[src/rtl/pkg_en.sv]
// pkg_en: token channel types, source FSM states and defaults for the RE link side
package pkg_en;
    localparam int WIDTH_DATA_EN = 32;
    localparam int DEPTH_BUF_DEF = 4;
    typedef struct packed {
        logic                     v;
        logic                     a;
        logic                     r;
        logic                     c;
        logic [WIDTH_DATA_EN-1:0] d;
    } FTk_t;
    typedef struct packed {
        logic n;
        logic t;
        logic v;
        logic c;
    } BTk_t;
    typedef enum logic [1:0] {IDLE, HDR, BODY, DONE} src_state_e;
endpackage

[src/rtl/re_stream_src_if.sv]
// re_stream_src_if: host word stream plus forward/backward token channel of the source
interface re_stream_src_if #(
    parameter int WIDTH_DATA = pkg_en::WIDTH_DATA_EN
) ();
    logic [WIDTH_DATA-1:0] I_Data;
    logic                  I_Valid;
    logic                  O_Ready;
    pkg_en::FTk_t          O_FTk;
    pkg_en::BTk_t          I_BTk;
    modport master (input I_Data, I_Valid, I_BTk, output O_Ready, O_FTk);
    modport slave  (output I_Data, I_Valid, I_BTk, input O_Ready, O_FTk);
endinterface

[src/rtl/re_src_buf.sv]
// re_src_buf: synchronous FIFO with push/pop/flush, full/empty and occupancy
module re_src_buf #(
    parameter int WIDTH = 32,
    parameter int DEPTH = 4
) (
    input  logic                   clock,
    input  logic                   reset,
    input  logic                   push,
    input  logic                   pop,
    input  logic                   flush,
    input  logic [WIDTH-1:0]       din,
    output logic [WIDTH-1:0]       dout,
    output logic                   empty,
    output logic                   full,
    output logic [$clog2(DEPTH):0] occ
);
    localparam int AW = $clog2(DEPTH);
    logic [WIDTH-1:0] mem_q [DEPTH];
    logic [WIDTH-1:0] mem_d [DEPTH];
    logic [AW-1:0]    wr_q, wr_d, rd_q, rd_d;
    logic [AW:0]      cnt_q, cnt_d;
    always_comb begin
        mem_d = mem_q;
        if (push) mem_d[wr_q] = din;
        wr_d  = flush ? '0 : wr_q + AW'(push);
        rd_d  = flush ? '0 : rd_q + AW'(pop);
        cnt_d = flush ? '0 : cnt_q + (AW+1)'(push) - (AW+1)'(pop);
    end
    always_ff @(posedge clock) mem_q <= mem_d;
    always_ff @(posedge clock) begin
        if (reset) begin
            wr_q  <= '0;
            rd_q  <= '0;
            cnt_q <= '0;
        end else begin
            wr_q  <= wr_d;
            rd_q  <= rd_d;
            cnt_q <= cnt_d;
        end
    end
    assign dout  = mem_q[rd_q];
    assign empty = cnt_q == '0;
    assign full  = cnt_q == (AW+1)'(DEPTH);
    assign occ   = cnt_q;
endmodule

[src/rtl/re_stream_src.sv]
// re_stream_src: frames a buffered host word stream into an FTk block (optional header via RE_SRC_HDR_EN)
// with acquire/release marking, nack stall and term abort.
module re_stream_src import pkg_en::*; #(
    parameter int WIDTH_DATA   = WIDTH_DATA_EN,
    parameter int WIDTH_LENGTH = 10,
    parameter int DEPTH_BUF    = DEPTH_BUF_DEF
) (
    input  logic                    clock,
    input  logic                    reset,
    input  logic                    I_Start,
    input  logic [WIDTH_LENGTH-1:0] I_Length,
    input  logic [WIDTH_DATA-1:0]   I_Hdr,
    output logic                    O_Busy,
    output logic                    O_Done,
    output logic                    O_Abort,
    re_stream_src_if.master         bus
);
    localparam int AW = $clog2(DEPTH_BUF);
    src_state_e              state_q, state_d;
    logic [WIDTH_LENGTH-1:0] cnt_q, cnt_d, rem;
    FTk_t                    ftk_q, ftk_d;
    logic                    abort_q, abort_d, ready_q, ready_d, first_q, first_d;
    logic                    push, load, try_ld, flush, empty, full;
    logic [WIDTH_DATA-1:0]   head;
    logic [AW:0]             occ, occ_nxt;
    logic                    unused_ok;

    assign push = bus.I_Valid && ready_q;

    re_src_buf #(.WIDTH(WIDTH_DATA), .DEPTH(DEPTH_BUF)) u_buf (
        .clock(clock), .reset(reset), .push(push), .pop(load), .flush(flush),
        .din(bus.I_Data), .dout(head), .empty(empty), .full(full), .occ(occ)
    );

    // rem is the count left after this cycle's transfer; it decides whether the next token loads
    always_comb begin
        state_d = state_q;
        cnt_d   = cnt_q;
        ftk_d   = ftk_q;
        first_d = first_q;
        abort_d = 1'b0;
        flush   = 1'b0;
        try_ld  = 1'b0;
        rem     = cnt_q;
        if ((state_q == HDR || state_q == BODY) && bus.I_BTk.t) begin
            state_d = DONE;
            cnt_d   = '0;
            ftk_d   = '0;
            first_d = 1'b0;
            abort_d = 1'b1;
            flush   = 1'b1;
        end else if (state_q == IDLE && I_Start) begin
            cnt_d = I_Length;
            rem   = I_Length;
`ifdef RE_SRC_HDR_EN
            state_d = HDR;
            ftk_d   = '{v: 1'b1, a: 1'b1, r: I_Length == '0, c: 1'b0, d: WIDTH_DATA_EN'(I_Hdr)};
`else
            state_d = (I_Length == '0) ? DONE : BODY;
            ftk_d   = '0;
            first_d = 1'b1;
            try_ld  = 1'b1;
`endif
        end else if (state_q == HDR && !bus.I_BTk.n) begin
            state_d = (cnt_q == '0) ? DONE : BODY;
            ftk_d   = '0;
            try_ld  = 1'b1;
        end else if (state_q == BODY && (!ftk_q.v || !bus.I_BTk.n)) begin
            rem     = cnt_q - WIDTH_LENGTH'(ftk_q.v);
            cnt_d   = rem;
            state_d = ftk_q.r ? DONE : BODY;
            ftk_d   = '0;
            try_ld  = 1'b1;
        end else if (state_q == DONE) begin
            state_d = IDLE;
        end
        load = try_ld && rem != '0 && !empty;
        if (load) begin
            ftk_d   = '{v: 1'b1, a: first_d, r: rem == WIDTH_LENGTH'(1), c: 1'b0, d: WIDTH_DATA_EN'(head)};
            first_d = 1'b0;
        end
        occ_nxt = flush ? '0 : occ + (AW+1)'(push) - (AW+1)'(load);
        ready_d = occ_nxt < (AW+1)'(DEPTH_BUF);
    end

    always_ff @(posedge clock) begin
        if (reset) begin
            state_q <= IDLE;
            cnt_q   <= '0;
            ftk_q   <= '0;
            first_q <= 1'b0;
            abort_q <= 1'b0;
            ready_q <= 1'b0;
        end else begin
            state_q <= state_d;
            cnt_q   <= cnt_d;
            ftk_q   <= ftk_d;
            first_q <= first_d;
            abort_q <= abort_d;
            ready_q <= ready_d;
        end
    end

    assign bus.O_FTk   = ftk_q;
    assign bus.O_Ready = ready_q;
    assign O_Busy      = state_q != IDLE;
    assign O_Done      = state_q == DONE;
    assign O_Abort     = abort_q;
`ifdef RE_SRC_HDR_EN
    assign unused_ok = ^{bus.I_BTk.v, bus.I_BTk.c, full};
`else
    assign unused_ok = ^{bus.I_BTk.v, bus.I_BTk.c, full, I_Hdr};
`endif
endmodule

[src/flat_wrapper.sv]
// flat-port wrapper written by rule: the top's interface ports become plain ports
module re_stream_src_flat import pkg_en::*;
#(
    parameter int WIDTH_DATA   = WIDTH_DATA_EN,
    parameter int WIDTH_LENGTH = 10,
    parameter int DEPTH_BUF    = DEPTH_BUF_DEF
)
  (clock, reset, I_Start, I_Length, I_Hdr, O_Busy, O_Done, O_Abort, bus_I_Data, bus_I_Valid, bus_I_BTk, bus_O_Ready, bus_O_FTk);
  re_stream_src_if #(.WIDTH_DATA(WIDTH_DATA)) bus_i ();
  input  logic clock;
  input  logic reset;
  input  logic I_Start;
  input  logic [WIDTH_LENGTH-1:0] I_Length;
  input  logic [WIDTH_DATA-1:0] I_Hdr;
  output logic O_Busy;
  output logic O_Done;
  output logic O_Abort;
  input wire logic [$bits(bus_i.I_Data)-1:0] bus_I_Data;
  input wire logic [$bits(bus_i.I_Valid)-1:0] bus_I_Valid;
  input wire logic [$bits(bus_i.I_BTk)-1:0] bus_I_BTk;
  output wire logic [$bits(bus_i.O_Ready)-1:0] bus_O_Ready;
  output wire logic [$bits(bus_i.O_FTk)-1:0] bus_O_FTk;
  assign bus_i.I_Data = bus_I_Data;
  assign bus_i.I_Valid = bus_I_Valid;
  assign bus_i.I_BTk = bus_I_BTk;
  assign bus_O_Ready = bus_i.O_Ready;
  assign bus_O_FTk = bus_i.O_FTk;
  re_stream_src #(.WIDTH_DATA(WIDTH_DATA), .WIDTH_LENGTH(WIDTH_LENGTH), .DEPTH_BUF(DEPTH_BUF)) u_core (.clock(clock), .reset(reset), .I_Start(I_Start), .I_Length(I_Length), .I_Hdr(I_Hdr), .O_Busy(O_Busy), .O_Done(O_Done), .O_Abort(O_Abort), .bus(bus_i));
endmodule
[config.mk]
export PLATFORM = sky130hd
export DESIGN_NAME = re_stream_src_flat
export DESIGN_NICKNAME = d
export VERILOG_FILES = /design/src/rtl/pkg_en.sv /design/src/rtl/re_stream_src_if.sv /design/src/rtl/re_src_buf.sv /design/src/rtl/re_stream_src.sv /design/src/flat_wrapper.sv
export SDC_FILE = /design/constraint.sdc
export NUM_CORES = 1
export LEC_CHECK = 0
export ABC_AREA = 1
export CAP_MARGIN = 20
export CORE_UTILIZATION = 45
export CTS_BUF_LIST = sky130_fd_sc_hd__clkbuf_16
export DETAILED_ROUTE_END_ITERATION = 8
export DONT_BUFFER_PORTS = 1
export PLACE_DENSITY_LB_ADDON = 0.15
export SLEW_MARGIN = 10
export SYNTH_ARGS = -nofsm -noshare
export SYNTH_HDL_FRONTEND = slang
export SYNTH_SLANG_ARGS = --single-unit
[constraint.sdc]
create_clock -name clock -period 3.6 [get_ports clock]
set_clock_uncertainty 0.05 [all_clocks]
set_input_delay 0.18 -clock clock [delete_from_list [all_inputs] [get_ports clock]]
set_output_delay 0.18 -clock clock [all_outputs]
set_load 0.01 [all_outputs]
# After elaboration in Yosys (flattened, before gate mapping)
# Cells that the tools add are included.
[word_totals]
register_bits = 185
inputBits = 82
output_inout_bits = 40
wordCells = 86
[classes]
n_addsub = 5
n_lt_le_gt_ge = 4
n_eq_ne = 4
mux = 31
n_bitwise = 2
reduce_logical = 24
[op_table]
columns = ["cell", "n"]
rows = [
  ["36-bit two-way mux", 5],
  ["128-bit bitwise mux", 1],
  ["32-bit two-way mux", 3],
  ["32-bit binary-select mux with 2-bit select", 1],
  ["32-bit demux with 2-bit select", 1],
  ["10-bit two-way mux", 4],
  ["10-bit zero test", 2],
  ["10-bit by 1-bit equality test with 1-bit output (second input constant)", 1],
  ["1-bit two-way mux", 10],
  ["2-bit two-way mux", 5],
  ["10-bit nonzero test", 1],
  ["5-bit nonzero test", 2],
  ["10-bit by 1-bit subtractor with 10-bit output", 1],
  ["1-bit logical AND", 8],
  ["3-bit >= comparator (second input constant)", 2],
  ["2-bit NOT with 3-bit output", 2],
  ["2-bit OR reduction", 3],
  ["2-bit by 1-bit adder with 2-bit output", 2],
  ["2-bit equality test (second input constant)", 2],
  ["3-bit by 1-bit adder with 3-bit output", 1],
  ["1-bit zero test", 3],
  ["3-bit zero test", 1],
  ["3-bit by 1-bit less-than comparator with 1-bit output (second input constant)", 1],
  ["3-bit less-than comparator (second input constant)", 1],
  ["6 further kinds", 7],
]

# Logic depth before layout (Yosys ltp)
[logic_depth]
ltp_word = 13
mapped_depth = 28
ltp_nobuf = 27

# Hierarchy
# A second synthesis with hierarchy kept.
[unflattened]
hier_cells = 768
area_unflattened_um2 = 8202.9
[by_module_without_submodules]
columns = ["mod", "instances", "cells_per_inst", "area_per_inst_um2", "seq_area_each_um2"]
rows = [
  ["re_src_buf", 1, 419, 5425.2, 3983.8],
  ["re_stream_src", 1, 349, 2777.7, 1001.0],
]

# Worst setup path before layout
# No wires, ideal clock.
[synth_path]
path_kind = "reg-to-reg"
start = "reg u_core.ready_q, in the netlist u_core.bus.O_Ready"
end = "reg u_core.u_buf.mem_q[100] (netlist name), enable pin"
setup_time_ns = 0.461
arrival_ns = 2.715
path_slack_ns = 0.373
path_stages_with_launch = 3
path_buffers = 0
synth_period_minus_slack_ns = 3.227
cell_sequence = "dfxtp_1 > nand2_1 > nor3_1"
[synth_between]
elab_chain_cells = 1
[synth_rtl]
columns = ["item", "line_no", "source"]
rows = [
  ["start: declaration", "re_stream_src.sv:22", "logic abort_q, abort_d, ready_q, ready_d, first_q, first_d;"],
  ["start signal: assignment", "re_stream_src.sv:100", "ready_q <= ready_d;"],
  ["1-bit logical AND", "re_stream_src.sv:28", "assign push = bus.I_Valid && ready_q;"],
  ["end signal: assignment", "re_src_buf.sv:29", "always_ff @(posedge clock) mem_q <= mem_d;"],
  ["end: declaration", "re_src_buf.sv:18", "logic [WIDTH-1:0] mem_q [DEPTH];"],
]
# Every way passes these cells.
# A chain may end at the register's enable or synchronous reset.

# Final worst setup path
[layout_path]
start = "reg u_core.ftk_q (netlist bit u_core.bus.O_FTk[35])"
end = "reg u_core.ready_q, in the netlist u_core.bus.O_Ready"
[layout_between]
elab_chain_cells = 13
elab_cells_between_ends = 18
cone_classes = "add/sub (2); order compare (1); mux (9); reduce/logical (6)"
[layout_rtl]
columns = ["item", "line_no", "source"]
rows = [
  ["start: declaration", "re_stream_src.sv:21", "FTk_t ftk_q, ftk_d;"],
  ["start signal: assignment", "re_stream_src.sv:97", "ftk_q <= ftk_d;"],
  ["parallel branches: the longest is 8 deep, another holds 10-bit by 1-bit subtractor with 10-bit output", "--", ""],
  ["1-bit logical AND (*) (2 in a row)", "re_stream_src.sv:77", "load = try_ld && rem != '0 && !empty;"],
  ["3-bit by 1-bit subtractor with 3-bit output (*)", "re_stream_src.sv:82", "occ_nxt = flush ? '0 : occ + (AW+1)'(push) - (AW+1)'(load);"],
  ["3-bit two-way mux (*)", "re_stream_src.sv:82", ""],
  ["3-bit less-than comparator (*)", "re_stream_src.sv:83", "ready_d = occ_nxt < (AW+1)'(DEPTH_BUF);"],
]
# Mark *: on every way between the ends.

==> impl_results.md <==
- Avg WL per Cell: around 17 um
- Levels on crit path: 24
- Area share of the largest cell type after synthesis: between 50 and 60%
- CP Buf/Inv Count: 6
- TritonCTS Buffers: 17
- Cell variety after synth: 37
- Achievable Freq: approximately 300 MHz
- Total Routing Usage GR: 19.9%
- Crit-path slowest cell: dfxtp_2
- Flop pwr share: 44.3%
- Yosys top cell by area: edfxtp_1
- Synthesis Warnings: 0
- Logic pwr share: 28.3%
- Critical Path RT: 3.86 ns
- Setup bufs post-CTS: 0
- GPL Wtd Cong: 0.835
- H-tree depth: 4
- Max Cap Viol: 0
- Vias in the first global route: 5056
- Min cycle time layout: around 3.3 ns
- Core Region: 16100 sq um
- FF+latch count, synth: approximately 190
- Int Pwr: about 4.0 mW
- Port Buf Inserts: 0
- Largest net degree at the start of global routing: 66
- Clk pin slew, worst setup/hold paths: roughly 0.070 ns
- Slew HR: 28.2%
- Antenna Nets Post-Route: 0
- Placed Area: slightly below 8000 sq um
- Final hold vios: 0
- Die width: 131 um
- Drt first pass iters: 5
- Layout area overhead: 15.8%
- Post-synth EDFFs: 128
- Crit path max-delay family: adder cells
- Mapped Area: around 7500 sq um
- Die Ht: 131 um
- Worst Tran Pin Value: roughly 1.1 ns
- Hpwl dp: between 9 and 10 mm
- Sequential area share after synthesis: around two thirds
- Nets@finish: 824
- DR DRC count: 0
- Worst vdd ir: 0.377 mV
- Crit-path max FO: 6
- Fraction of registers with async set/reset: 0%
- Syn nets: ~800
- CP Cell Sequence: ha_1, ha_1, inv_1, nor2_2, nand3_1, nand2_1, nand2_1, nand2_1, nand3_1, nor2_1, nor2_1, inv_1, nand2_4, nand2_2, inv_2, ha_1, inv_1, ha_1, inv_1, fa_1, inv_1, nor2_1, nor2_1, nor2_1
- Slew Limit Fails: 0
- Rows: 46
- Crit start category: flip-flop
- Arr. time, crit path: 3.56 ns
- Unrepaired setup endpoints after global routing: false
- Clk sinks: 185
- Via density: approximately 5.4
- Endpoints failing setup: 0
- Crit share post-route: 91.8%
- Cells on worst reg2reg path: 24
- Hold slack: approximately 0.0054 ns
- Switching power: 2.08 mW
- Clock tree from TritonCTS: yes
- Final design utilization: 54.1%
- Worst hold path class: in -> reg
- Synth Instances: between 600 and 700
- Post-Route WL: 16.8 mm
- Layout cells sized above 1: 10.6%
- Total grt overflow: 0
- Most used DFF post-synth: edfxtp_1
- Clk_lat worst skew: 0.43 ns
- Die area: approximately 17000 sq um
- Iteration-0 DRC Markers: 282
- Largest cells by area after synthesis: edfxtp_1 51%, dfxtp_1 15%, nor2_1 4.9%
- CP endpoint kind: flip-flop
- Hold Crit Depth: 2
- CP peak stage delay: slightly below 0.4 ns
- Final TNS setup: 0 ns
- Critical path type: reg -> reg
- IO Pins: 122
- Status: finished clean
- Lkg Pwr: 3.08 nW
- Ant. Diodes: 0
- Initial antenna violation count: 0
- Via count: 5165
- Max Root-Sink Buffers: 2
- Switching Fraction: 34.3%
- Average size of a mapped cell: 10.8 sq um
- Power Dens Cells: 696 nW/um^2
- Global-route wire length before repair: roughly 26 mm
- Clock power frac: 27.4%
- Design area: just under 9000 sq um
- CTS root buffer: clkbuf_16
- Starting density of the core: approximately 47%
-- layout make-up --
class / count / area, sq um
fill: 1386 / 7390
multi-input combinational: 438 / 2250
sequential: 185 / 4990
tap: 216 / 270
timing repair buffer: 54 / 561
clock buffer: 17 / 425
inverter: 35 / 131
clock inverter: 15 / 97.6
-- cell usage after synthesis, types with 2 or more instances --
| master | instances |
|---|---|
| xnor2_1 | 2 |
| o21ai_0 | 67 |
| nor2_1 | 99 |
| buf_6 | 4 |
| nand3_2 | 11 |
| nor4_1 | 3 |
| nor2_4 | 3 |
| dfxtp_1 | 57 |
| inv_2 | 3 |
| buf_1 | 2 |
| o22ai_1 | 32 |
| a21oi_2 | 3 |
| nand2_2 | 4 |
| or2_2 | 5 |
| a21oi_1 | 38 |
| ha_1 | 10 |
| buf_4 | 2 |
| buf_2 | 4 |
| nor2_2 | 3 |
| clkbuf_1 | 27 |
| nand3_1 | 40 |
| o21ai_2 | 2 |
| inv_1 | 30 |
| edfxtp_1 | 128 |
| o21ai_1 | 2 |
| nand2_1 | 94 |
| clkinv_1 | 2 |
| nand4_1 | 5 |
| nor3_1 | 7 |
-- state kept, by name, summed over array words and instances (netlist names) --
name                cells
u_core.state_q          2
u_core.bus.O_Ready      1
u_core.O_Abort          1
u_core.u_buf.mem_q    128
u_core.u_buf.wr_q       2
u_core.u_buf.occ        3
u_core.bus.O_FTk       35
u_core.cnt_q           10
u_core.u_buf.rd_q       2
u_core.first_q          1
-- path summary, 6_finish.rpt --
check	startpoint	end	slack (ns)
worst min-delay path	reset	u_core.bus.O_FTk[9]$_SDFFE_PP0P_	0.005
worst max register to register	u_core.bus.O_FTk[35]$_SDFFE_PP0P_	u_core.bus.O_Ready$_SDFF_PP0_	0.30
worst max-delay path	u_core.bus.O_FTk[35]$_SDFFE_PP0P_	u_core.bus.O_Ready$_SDFF_PP0_	0.30
worst min register to register	u_core.state_q[1]$_SDFFE_PP0P_	u_core.state_q[1]$_SDFFE_PP0P_	0.46
-- through the flow --
step                instances  setup WS (ns)  total power, mW
floorplan                 697          0.373             3.96
global placement          883          0.313             4.30
detailed placement        885          0.227             4.39
CTS                       959          0.193             6.10
global route              960         0.0271             6.42
finish                    960          0.295             6.07
-- power groups by stage --
stage / sequential, mW / clock [mW] / combinational [mW]
floorplan: 2.70 / 0 / 1.26
global placement: 2.73 / 0 / 1.57
detailed placement: 2.74 / 0 / 1.65
CTS: 2.69 / 1.69 / 1.72
global route: 2.71 / 1.78 / 1.93
finish: 2.69 / 1.67 / 1.72
-- layer usage --
metal	wire (um)	GRT usage [%]
met3	1040	5.79
met4	146	6.07
met2	8100	33.2
met5	0	0
met1	7480	25.0
-- what timing repair did --
action	CTS	global route
gates resized for setup	0	2
setup endpoints to repair	0	2
endpoints found under the hold margin	179	0
hold buffers	42	0
-- cells by family (layout without fill, tap and decap cells) --
kind of cell,Yosys count,after routing,synth area share (%)
xor+xnor,2,2,0.233
compound gates,146,146,10.5
buf+inv,75,121,4.45
other cells,1,1,0.0498
flops,185,185,66.2
simple gates,277,278,16.6
fa+ha+maj,11,11,1.93
-- worst reg2reg max path, stage by stage, from the launching register on --
cell and delay [ns]:
dfxtp_2 0.39, ha_1 0.23, ha_1 0.22, inv_1 0.07, nor2_2 0.23, nand3_1 0.11
nand2_1 0.08, nand2_1 0.04, nand2_1 0.07, nand3_1 0.07, nor2_1 0.10, nor2_1 0.07
inv_1 0.10, nand2_4 0.06, nand2_2 0.08, inv_2 0.06, ha_1 0.28, inv_1 0.05
ha_1 0.13, inv_1 0.05, fa_1 0.36, inv_1 0.08, nor2_1 0.05, nor2_1 0.11
nor2_1 0.05
-- placed cells by master (no fill, tap or decap), types with 2 or more instances in the layout --
cell type	n
o21ai_2	2
nand2_1	94
buf_16	2
o21ai_0	67
clkinv_1	6
o21ai_1	2
nor3_1	3
nand4_1	5
or2_2	5
clkinv_4	2
nand2_2	4
ha_1	10
dlygate4sd3_1	41
nand3_2	11
dfxtp_2	2
edfxtp_1	128
nor3_2	4
inv_1	35
nand3_1	40
a21oi_1	38
nor2_4	5
inv_2	4
nor2_2	3
xnor2_1	2
nor2_1	98
o22ai_1	32
dfxtp_1	55
nor4_1	3
a21oi_2	3
clkbuf_16	17
buf_4	10
No activity file was read; power rests on OpenSTA's default activity.
